## src/rtl/ifu_pkg.sv

```systemverilog
// Shared types and constants for the instruction fetch unit.
package ifu_pkg;

   localparam int XLEN = 64;
   localparam int ILEN = 32;

   localparam logic [ILEN-1:0] INST_EBREAK = 32'h0010_0073;

   typedef enum logic [1:0] {
      ST_BOOT,
      ST_RUN,
      ST_FLUSH,
      ST_HALT
   } ifu_state_e;

   typedef struct packed {
      logic [XLEN-1:0] pc;
      logic [ILEN-1:0] inst;
   } fetch_entry_t;

endpackage

```

## src/rtl/ifu_fifo.sv

```systemverilog
// DEPTH-entry synchronous FIFO of {pc, inst}; flush clears it, overriding same-cycle push/pop.
module ifu_fifo
   import ifu_pkg::*;
#(
   parameter  int DEPTH = 2,
   localparam int AW    = $clog2(DEPTH),
   localparam int CW    = AW + 1
) (
   input  logic         clk,
   input  logic         rst,
   input  logic         i_push,
   input  logic         i_pop,
   input  logic         i_flush,
   input  fetch_entry_t i_data,
   output fetch_entry_t o_data,
   output logic [CW-1:0] o_count,
   output logic         o_full,
   output logic         o_empty
);

   fetch_entry_t  r_mem [DEPTH];
   logic [AW-1:0] r_wr, r_rd;
   logic [CW-1:0] r_cnt;
   logic          w_wr, w_rd;

   assign w_wr    = i_push;
   assign w_rd    = i_pop && !o_empty;
   assign o_count = r_cnt;
   assign o_full  = (r_cnt == CW'(DEPTH));
   assign o_empty = (r_cnt == '0);
   assign o_data  = r_mem[r_rd];

   always_ff @(posedge clk or posedge rst) begin
      if (rst) begin
         for (int i = 0; i < DEPTH; i++) r_mem[i] <= '0;
         r_wr  <= '0;
         r_rd  <= '0;
         r_cnt <= '0;
      end else if (i_flush) begin
         r_wr  <= '0;
         r_rd  <= '0;
         r_cnt <= '0;
      end else begin
         if (w_wr) begin
            r_mem[r_wr] <= i_data;
            r_wr        <= r_wr + AW'(1);
         end
         if (w_rd) r_rd <= r_rd + AW'(1);
         r_cnt <= r_cnt + CW'(w_wr) - CW'(w_rd);
      end
   end

endmodule

```

## src/rtl/ifu_prefetch.sv

```systemverilog
// Instruction prefetch: PC, fetch FSM, request credits and stale-response drop counter.
// Optional EBREAK halt is enabled by defining IFU_EBREAK_HALT_EN.
module ifu_prefetch
   import ifu_pkg::*;
#(
   parameter logic [XLEN-1:0] RESET_PC = 64'h0000_0000_8000_0000,
   parameter int              DEPTH    = 2
) (
   input  logic            clk,
   input  logic            rst,
   input  logic            i_redirect_valid,
   input  logic [XLEN-1:0] i_redirect_pc,
   output logic            o_imem_req,
   output logic [XLEN-1:0] o_imem_addr,
   input  logic            i_imem_gnt,
   input  logic            i_imem_rvalid,
   input  logic [ILEN-1:0] i_imem_rdata,
   output logic            o_id_valid,
   output logic [ILEN-1:0] o_id_inst,
   output logic [XLEN-1:0] o_id_pc,
   input  logic            i_id_ready,
   output logic            o_halted
);

   localparam int CW = $clog2(DEPTH) + 1;

   ifu_state_e      r_state, w_state_nxt;
   logic [XLEN-1:0] r_pc, r_tag, w_redir_pc;
   logic [CW-1:0]   r_out, r_drop, w_count, w_redir_drop;
   logic [CW:0]     w_credit;
   logic            w_redirect, w_push, w_pop, w_grant, w_full, w_empty, w_fifo_push;
   fetch_entry_t    w_head, w_in;

   assign w_redirect   = i_redirect_valid && (r_state != ST_BOOT);
   assign w_redir_pc   = i_redirect_pc & ~XLEN'(3);
   assign w_redir_drop = r_out - CW'(i_imem_rvalid);
   assign w_pop        = !w_empty && i_id_ready;
   // A same-cycle pop frees a slot, which keeps a zero-wait memory at one fetch per cycle.
   assign w_credit     = {1'b0, w_count} + {1'b0, r_out} - (CW+1)'(w_pop);
   assign w_grant      = o_imem_req && i_imem_gnt;
   assign w_fifo_push  = w_push && (!w_full || w_pop);
   assign w_in         = '{pc: r_tag, inst: i_imem_rdata};

   always_comb begin
      w_state_nxt = r_state;
      o_imem_req  = 1'b0;
      w_push      = 1'b0;
      case (r_state)
         ST_BOOT: w_state_nxt = ST_RUN;
         ST_RUN: begin
            o_imem_req = (w_credit < (CW+1)'(DEPTH));
            w_push     = i_imem_rvalid && (r_drop == '0);
`ifdef IFU_EBREAK_HALT_EN
            if (w_push && (i_imem_rdata == INST_EBREAK)) w_state_nxt = ST_HALT;
`endif
         end
         ST_FLUSH: begin
            if ((r_drop == '0) || (i_imem_rvalid && (r_drop == CW'(1))))
               w_state_nxt = ST_RUN;
         end
         default: ;
      endcase
      if (w_redirect) begin
         o_imem_req  = 1'b0;
         w_push      = 1'b0;
         w_state_nxt = (w_redir_drop != '0) ? ST_FLUSH : ST_RUN;
      end
   end

   always_ff @(posedge clk or posedge rst) begin
      if (rst) begin
         r_state <= ST_BOOT;
         r_pc    <= RESET_PC;
         r_tag   <= RESET_PC;
         r_out   <= '0;
         r_drop  <= '0;
      end else begin
         r_state <= w_state_nxt;
         r_out   <= r_out + CW'(w_grant) - CW'(i_imem_rvalid);
         if (w_redirect) begin
            r_pc   <= w_redir_pc;
            r_tag  <= w_redir_pc;
            r_drop <= w_redir_drop;
         end else begin
            if (w_grant) r_pc <= r_pc + XLEN'(4);
            if (w_fifo_push) r_tag <= r_tag + XLEN'(4);
            if (i_imem_rvalid && (r_drop != '0)) r_drop <= r_drop - CW'(1);
         end
      end
   end

   ifu_fifo #(.DEPTH(DEPTH)) u_fifo (
      .clk     (clk),
      .rst     (rst),
      .i_push  (w_fifo_push),
      .i_pop   (w_pop),
      .i_flush (w_redirect),
      .i_data  (w_in),
      .o_data  (w_head),
      .o_count (w_count),
      .o_full  (w_full),
      .o_empty (w_empty)
   );

   assign o_imem_addr = r_pc;
   assign o_id_valid  = !w_empty;
   assign o_id_pc     = w_head.pc;
   assign o_id_inst   = w_head.inst;

`ifdef IFU_EBREAK_HALT_EN
   assign o_halted = (r_state == ST_HALT);
`else
   assign o_halted = 1'b0;
`endif

endmodule
```

## config.mk

```make
export PLATFORM = sky130hd
export DESIGN_NAME = ifu_prefetch
export DESIGN_NICKNAME = d
export VERILOG_FILES = /design/src/rtl/ifu_pkg.sv /design/src/rtl/ifu_fifo.sv /design/src/rtl/ifu_prefetch.sv
export SDC_FILE = /design/constraint.sdc
export NUM_CORES = 1
export LEC_CHECK = 0
export CORE_UTILIZATION = 50
export DETAILED_ROUTE_END_ITERATION = 16
export PLACE_DENSITY = 0.75
export SLEW_MARGIN = 15
export SYNTH_ARGS = -nofsm -noshare
export SYNTH_HDL_FRONTEND = slang
export SYNTH_SLANG_ARGS = --single-unit
export TNS_END_PERCENT = 10
```

## constraint.sdc

```tcl
create_clock -name clk -period 12.8 [get_ports clk]
set_input_delay 1.28 -clock clk [delete_from_list [all_inputs] [get_ports clk]]
set_output_delay 1.28 -clock clk [all_outputs]
set_load 0.02 [all_outputs]
```

* After elaboration in Yosys (flattened, before gate mapping) *
Index checks and enable logic that the tools add are counted.

storage, ports and cells
  word-level logic and storage cells = 87
  input port bits = 102
  output and inout port bits = 163
  register bits after elaboration = 330

operators by class
  mux-type cells = 25
  reduce and logical (&&, ||, !) cells = 26
  bitwise logic cells = 3
  magnitude comparators = 4
  $add $sub $neg = 12
  equality and inequality tests = 5

operators with widths
  operator                                                     count
  two-way mux 96 bit                                           4
  two-way mux 64 bit                                           4
  bitwise mux 192 bit                                          1
  adder 64 x 3 -> 64 bit (second input constant)               2
  demux 96 bit (select 1 bit)                                  1
  nonzero test 2 bit                                           7
  two-way mux 2 bit                                            6
  logical AND 1 bit                                            9
  two-way mux 1 bit                                            8
  logical NOT 2 bit                                            3
  subtractor 2 x 1 -> 2 bit                                    3
  adder 2 x 1 -> 2 bit                                         2
  == test 2 x 1 -> 1 bit (second input constant)               2
  == test 2 bit (second input constant)                        2
  greater-or-equal comparator 2 bit (second input constant)    2
  NOT 1 -> 2 bit                                               2
  one-hot mux 2 bit (2 select lines)                           1
  AND reduction 2 bit                                          2
  adder 2 x 2 -> 3 bit                                         1
  less-than comparator 3 x 2 -> 1 bit (second input constant)  1
  != test 3 x 2 -> 1 bit (second input constant)               1
  nonzero test 3 bit                                           1
  subtractor 3 x 1 -> 3 bit                                    1
  adder 1 bit (second input constant)                          2
  other kinds (5)                                              7

* Longest topological paths before layout *
Gate-level depths: netlist of the first run.

  word-level depth = 10
  mapped depth = 16
  gate-level depth less buffers = 14

* By module *
Synthesis of the first run repeated with hierarchy kept, for this count alone.

second synthesis, totals
  cells, all modules = 1442
  area, all modules = 16399.5 um^2

modules (own cells, without submodules)
  module        seq. area each (um^2)  instances  cells each  area each (um^2)
  ifu_fifo      4904.7                 1          533         8459.4
  ifu_prefetch  3255.6                 1          909         7940.1

* Worst setup path after synthesis of the first run *
No wires, ideal clock.

  kind = input-to-output
  start point = input i_id_ready
  end point = output o_imem_req
  data required time = 11.520 ns
  slack = 8.758 ns
  path buffers = 0
  arrival = 2.762 ns
  stages on the path = 6
  path through = and2_1 ha_1 nand2b_1 fa_1 xor2_1 and3_1

between the ends
  longest elaborated chain between the ends = 5

ends and longest elaborated chain
  item                                 line                text
  start, declared                      ifu_prefetch.sv:21  input logic i_id_ready,
  logical AND 1 bit                    ifu_prefetch.sv:37  assign w_pop = !w_empty && i_id_ready;
  subtractor 3 x 1 -> 3 bit            ifu_prefetch.sv:39  assign w_credit = {1'b0, w_count} + {1'b0, r_out} - (CW+1)'(w_pop);
  less-than comparator 3 x 2 -> 1 bit  ifu_prefetch.sv:51  o_imem_req = (w_credit < (CW+1)'(DEPTH));
  two-way mux 1 bit                    ifu_prefetch.sv:48  case (r_state)
  two-way mux 1 bit                    ifu_prefetch.sv:63  if (w_redirect) begin
  end, declared                        ifu_prefetch.sv:13  output logic o_imem_req,

Every way passes these cells.

* Final worst setup path of the first run *
Same ends and word-level chain as after synthesis.

==> flow_summary_export.csv, run 1 <==
group,metric,value,unit
run_status,run_status,"finished, final reports clean",
cts,cts_tree,"yes",
run,maxCapViolCount,0,
logic_synthesis,synthTopCellsByCount,"dfrtp_1, mux2_2, nor2_1, nand2_1, nand4_1",
worst_setup_path,cp.required,11.52,ns
pwr,total_power,5.19,mW
global_route,track_usage,26.9,%
global_route,antenna_found_initial,1,
route,drt_wl_total,44800,um
placed_design,gp_congestion,0.923,
worst_setup_path,critPathLaunch,"i_id_ready",
cts,htreeDepth,2,
min_path,hold_start,"u_fifo.r_mem[78]",
logic_synthesis,syn_area_per_cell,11.0,um^2
min_path,min_path_type,"reg2reg",
cts,clockBufferDepth,3,
worst_setup_path,worst_r2r_path_depth,8,
global_route,grt_use_met2,43.0,%
logic_synthesis,ys_seq_area_share,49.6,%
worst_setup_path,cp_data_arrival_time,3.88,ns
timing,setup-violations-final,0,
pwr,pwr_density_cell,256,nW/um^2
placed_design,dpl.hpwl,30800,um
timing,relSlewSlack,21.0,%
timing,finalHoldViolCount,0,
pwr,p_leak,8.28,nW
timing,finalCriticalPeriod,5.16,ns
logic_synthesis,synth.top_cell.area_share,49.2,%
cts,cts_setup_buffers,0,
final_layout,area_growth,24.6,%
floorplanning,core,31800,um^2
global_route,grt.busiest_layer,"met2",
global_route,grt_overflow,0,
worst_setup_path,rr_startpoint,"r_drop[0]",
worst_setup_path,crit_fanout,5,
timing,drv_slew,0,
cts,cts.repair.resized,0,
logic_synthesis,synth_area_leaders,"dfrtp_1, mux2_2, nand4_1",
worst_setup_path,ff2ff_setup_slack,8.72,ns
pwr,internal-power,3.17,mW
pwr,power_frac_seq,37.2,%
global_route,use_met1,36.5,%
final_layout,drive_above_1_share,18.7,%
logic_synthesis,syn-instance-count,1484,
cts,hold_buffers,0,
logic_synthesis,syn_area,16300,um^2
route,drc,0,
timing,fin_crit_sh,40.3,%
floorplanning,start_util,51.2,%
cts,clk_latency,0.51,ns
floorplanning,io_pins,265,
final_layout,multi_input_area,7770,um^2
route,initialDrtViolationCount,1224,
global_route,grt_pass1_vias,12900,
worst_setup_path,end_kind,"output port",
pwr,power.switching,2.02,mW
timing,fmaxAchievable,194,MHz
timing,tns,0,ns
cts,clkTransAtPathRegs,0.06,ns
global_route,grt_max_degree,126,
timing,worst_slew_pin_slew,1.18,ns
cts,cts-root-buf,"clkbuf_16",
logic_synthesis,netlist-cell-type-count,65,
floorplanning,rows,65,
floorplanning,die_w,182,um
worst_setup_path,start_kind,"input port",
worst_setup_path,path_class,"in2out",
logic_synthesis,ys_seq_elements,322,
route,antenna_left,0,
route,dr.pass1.iters,5,
final_layout,fill_cells,2500,
worst_setup_path,reg2reg_to,"u_fifo.r_mem[102]",
cts,cts_buffers,35,
global_route,grt_pass1_wl,70600,um
timing,rsz0062_at_grt,"false",
timing,clock_skew,0.0184,ns
pwr,swShare,38.9,%
global_route,grtUsageMet3,5.27,%
logic_synthesis,async_reset_ff_share,100,%
final_layout,nets,1825,
cts,cts_sinks,322,
logic_synthesis,yosysMostFrequentCell,"dfrtp_1",
logic_synthesis,synth-edff-count,0,
floorplanning,die_h,182,um
logic_synthesis,yosysWarnings,0,
floorplanning,dieArea,33300,um^2
final_layout,seq_area,8060,um^2
min_path,hold_path_depth,2,
pwr,power_frac_comb,44.2,%
logic_synthesis,synth_flop_cell,"dfrtp_1",
placed_design,port_buffers,257,
route,wire_per_inst,20.7,um
min_path,whs_endpoint,"u_fifo.r_mem[78]",
route,vias_per_cell,6.02,
pwr,ir_drop,130,uV
logic_synthesis,synth.largest_area_cell,"dfrtp_1",
pwr,clockPowerShare,18.6,%
route,route.vias.total,13000,
cell usage in the layout, fill, tap and decap left out, types with 38 or more instances in the layout:
| cell type | n |
|---|---|
| a21oi_1 | 59 |
| a31oi_1 | 44 |
| clkdlybuf4s50_1 | 257 |
| dfrtp_1 | 319 |
| mux2_2 | 241 |
| nand2_1 | 89 |
| nand3_1 | 60 |
| nand4_1 | 66 |
| nor2_1 | 97 |
| or4_1 | 38 |
routing by layer:
layer  vias up  routed length (um)
met4         0                1340
met2       552               20800
li1       5956                   -
met3        81                3730
met1      6459               19000
met5         -                   0
critical path: stages:
cell,delay [ns]
clkdlybuf4s50_1,0.49
and2_1,0.20
ha_1,0.25
nand2b_1,0.15
fa_1,0.38
xor2_1,0.30
and3_1,0.22
clkdlybuf4s50_1,0.60
power by group through the flow:
stage / Combinational, mW / Sequential (mW) / Clock (mW)
floorplan: 1.38 / 1.85 / 0
CTS: 2.30 / 1.92 / 0.978
finish: 2.29 / 1.93 / 0.964
detailed placement: 2.29 / 1.93 / 0
global route: 2.45 / 2.00 / 1.03
global placement: 2.25 / 1.90 / 0
cells by family (layout without fill, tap and decap cells):
| family | Yosys count | count (layout) | share of synthesized area [%] |
|---|---|---|---|
| AO/OA/AOI/OAI | 210 | 210 | 8.03 |
| XOR/XNOR | 60 | 60 | 3.23 |
| adder cells (fa/ha/maj) | 12 | 12 | 0.969 |
| buffers and inverters | 120 | 365 | 3.01 |
| flip-flops | 322 | 322 | 49.6 |
| multiplexers | 273 | 273 | 18.9 |
| other | 1 | 6 | 0.0231 |
| AND/OR/NAND/NOR | 486 | 486 | 16.3 |
worst max-delay path by stage:
stage / to / cells past startpoint
after detailed placement: u_fifo.r_mem[178] / 7
final: o_imem_req / 8
after global placement: u_fifo.r_mem[175] / 7
after global routing: o_imem_req / 8
after floorplan: o_imem_addr[10] / 1
after CTS: o_imem_req / 8
through the flow:
step	std cells	setup slack (ns)	area [um^2]	util, %	hold slack, ns
6_report	2169	7.64	20300	63.7	0.480
5_1_grt	2169	7.50	20300	63.7	0.500
4_1_cts	2168	7.64	20300	63.7	0.481
3_5_place_dp	2109	7.54	19200	60.3	0.467
3_3_place_gp	2109	7.54	19200	60.3	0.457
2_1_floorplan	1488	2.61	16300	-	0.444
flip-flops by register name (all words and copies together) (netlist names):
signal / cells
u_fifo.r_mem: 188
r_tag: 62
u_fifo.r_wr: 1
u_fifo.r_rd: 1
u_fifo.o_count: 2
r_drop: 2
r_out: 2
r_state: 2
o_imem_addr: 62
area by class of cell:
type,count,area share (%)
multi-input combinational,1046,38.3
sequential,322,39.8
timing repair buffer,270,13.2
tap,435,2.69
clock inverter,9,0.519
antenna,1,0.0124
inverter,36,0.704
clock buffer,50,4.75
Power figures use the tool's default switching activity.
==> inputs of run 2 (changes only) <==
- clock period: 12.8 -> 4.8 ns (I/O delays scaled with it)
==> run 2 against run 1 <==
Against the previous run:
- die area did not move
- combinational power rose to 2.7 times the previous value
- flip-flop and latch count unchanged
- clock power grew to 2.7 times the previous value
- final cell count rose by 0.28%
- hold slack got worse by 0.021 ns
- final area up 0.83%
- critical endpoint unchanged
==> flow_summary_export.csv, run 2 (synthesis results as in run 1) <==
group,metric,value,unit
run_status,run_status,"finished, final reports clean",
worst_setup_path,cp_data_arrival_time,3.23,ns
placed_design,dpl.hpwl,31400,um
timing,tns,0,ns
global_route,grt_max_degree,190,
timing,clock_skew,0.0117,ns
pwr,ir_drop,372,uV
final_layout,area_growth,25.6,%
global_route,track_usage,27.1,%
floorplanning,die_h,182,um
route,drc,0,
pwr,p_leak,8.36,nW
route,initialDrtViolationCount,1275,
placed_design,placement.cell_area,19300,um^2
final_layout,antenna_cells,0,
cts,clk_latency,0.52,ns
route,dr.pass1.iters,5,
worst_setup_path,cp.required,4.32,ns
floorplanning,core,31800,um^2
final_layout,top_register,"u_fifo.r_mem",
final_layout,layout_common_cells,"dfrtp_1, clkdlybuf4s50_1, mux2_2, nor2_1, nand2_1",
route,m1WireLength,19100,um
route,wire_per_inst,20.7,um
timing,rsz0062_at_grt,"false",
pwr,pwr_density_cell,682,nW/um^2
placed_design,place_ws,0.847,ns
timing,setup-violations-final,0,
final_layout,largest_register_ffs,188,
floorplanning,rows,65,
route,drt_wl_total,45000,um
route,dr_wl_met3,3720,um
cts,hold_buffers,0,
run,maxCapViolCount,0,
pwr,total_power,13.9,mW
global_route,grt_overflow,0,
final_layout,nets,1831,
final_layout,drive_above_1_share,19.0,%
route,vias_per_cell,6.05,
cts,cts-root-buf,"clkbuf_16",
timing,fmaxAchievable,270,MHz
cts,clkTransAtPathRegs,0.06,ns
cts,cts.repair.resized,0,
cts,clockBufferDepth,3,
final_layout,stdcell_count,2175,
worst_setup_path,crit_fanout,5,
worst_setup_path,start_kind,"flip-flop",
timing,relSlewSlack,30.4,%
final_layout,utilization,64.2,%
timing,hold_slack,0.459,ns
floorplanning,die_w,182,um
timing,fin_ws,1.09,ns
floorplanning,start_util,51.2,%
floorplanning,dieArea,33300,um^2
timing,drv_slew,0,
placed_design,port_buffers,257,
placed_design,gp_congestion,0.898,
min_path,min_path_type,"in2async",
cts,cts_setup_buffers,0,
route,top_layer_used,"met4",
cts,cts_tree,"yes",
floorplanning,io_pins,265,
timing,finalCriticalPeriod,3.71,ns
cts,cts_buffers,36,
cts,cts_sinks,322,
worst_setup_path,path_class,"reg2out",
placed_design,dp_cells,2114,
cts,htreeDepth,2,
timing,worst_slew_pin_slew,1.04,ns
final_layout,final_common_cell,"dfrtp_1",
global_route,grt_pass1_wl,71400,um
global_route,antenna_found_initial,0,
timing,finalHoldViolCount,0,
worst_setup_path,end_kind,"output port",
final_layout,final_area,20400,um^2
route,antenna_left,0,
timing,fin_crit_sh,77.2,%
global_route,grt_pass1_vias,12900,
route,route.vias.total,13200,
route,wl_met2,21000,um
run 2: cell types whose count changed in the layout (fill, tap and decap cells not counted), sizes merged:
cell,previous run,this run
buf,13,18
clkbuf,50,59
diode,1,0
inv,38,36
clkinv,4,1
bufinv,2,0
run 2: final timing paths:
check | start | endpoint | slack [ns] | cells past startpoint
worst min-delay path | rst | u_fifo.r_mem[180] | 0.46 | 2
worst max register to register | u_fifo.o_count[1] | o_imem_addr[20] | 1.21 | 12
max in group asynchronous | rst | r_tag[14] | 3.27 | 3
worst min register to register | u_fifo.r_mem[66] | u_fifo.r_mem[66] | 0.48 | 2
worst max-delay path | u_fifo.o_count[1] | o_imem_req | 1.09 | 9
min in group clk | u_fifo.r_mem[66] | u_fifo.r_mem[66] | 0.48 | 2
run 2: critical path, cell delays in order, from the launching register on:
cell and delay, ns:
dfrtp_1 0.37, inv_1 0.11, nand2_1 0.08, and2_1 0.21, ha_1 0.27, nand2b_1 0.16, fa_1 0.38, xor2_1 0.28
and3_1 0.23, clkdlybuf4s50_1 0.61
run 2: final cells by class:
type,count,area (um^2)
Tap cell,435,544
Multi-Input combinational cell,1046,7760
Timing Repair Buffer,275,2780
Clock inverter,2,25.0
Fill cell,2497,11400
Clock buffer,59,1110
Sequential cell,322,8060
Inverter,36,139
run 2: routing by layer:
layer,global-route usage (%),vias to the layer above
li1,-,5980
met1,37.4,6513
met2,42.8,586
met3,5.63,87
met4,8.27,0
met5,0,-
run 2: power by group:
| group | internal, mW | switching, mW | leakage [nW] | total, mW |
|---|---|---|---|---|
| registers | 3.89 | 1.31 | 3.93 | 5.20 |
| logic | 3.07 | 3.02 | 3.88 | 6.09 |
| clock network | 1.58 | 1.07 | 0.553 | 2.64 |
| total | 8.54 | 5.40 | 8.36 | 13.9 |
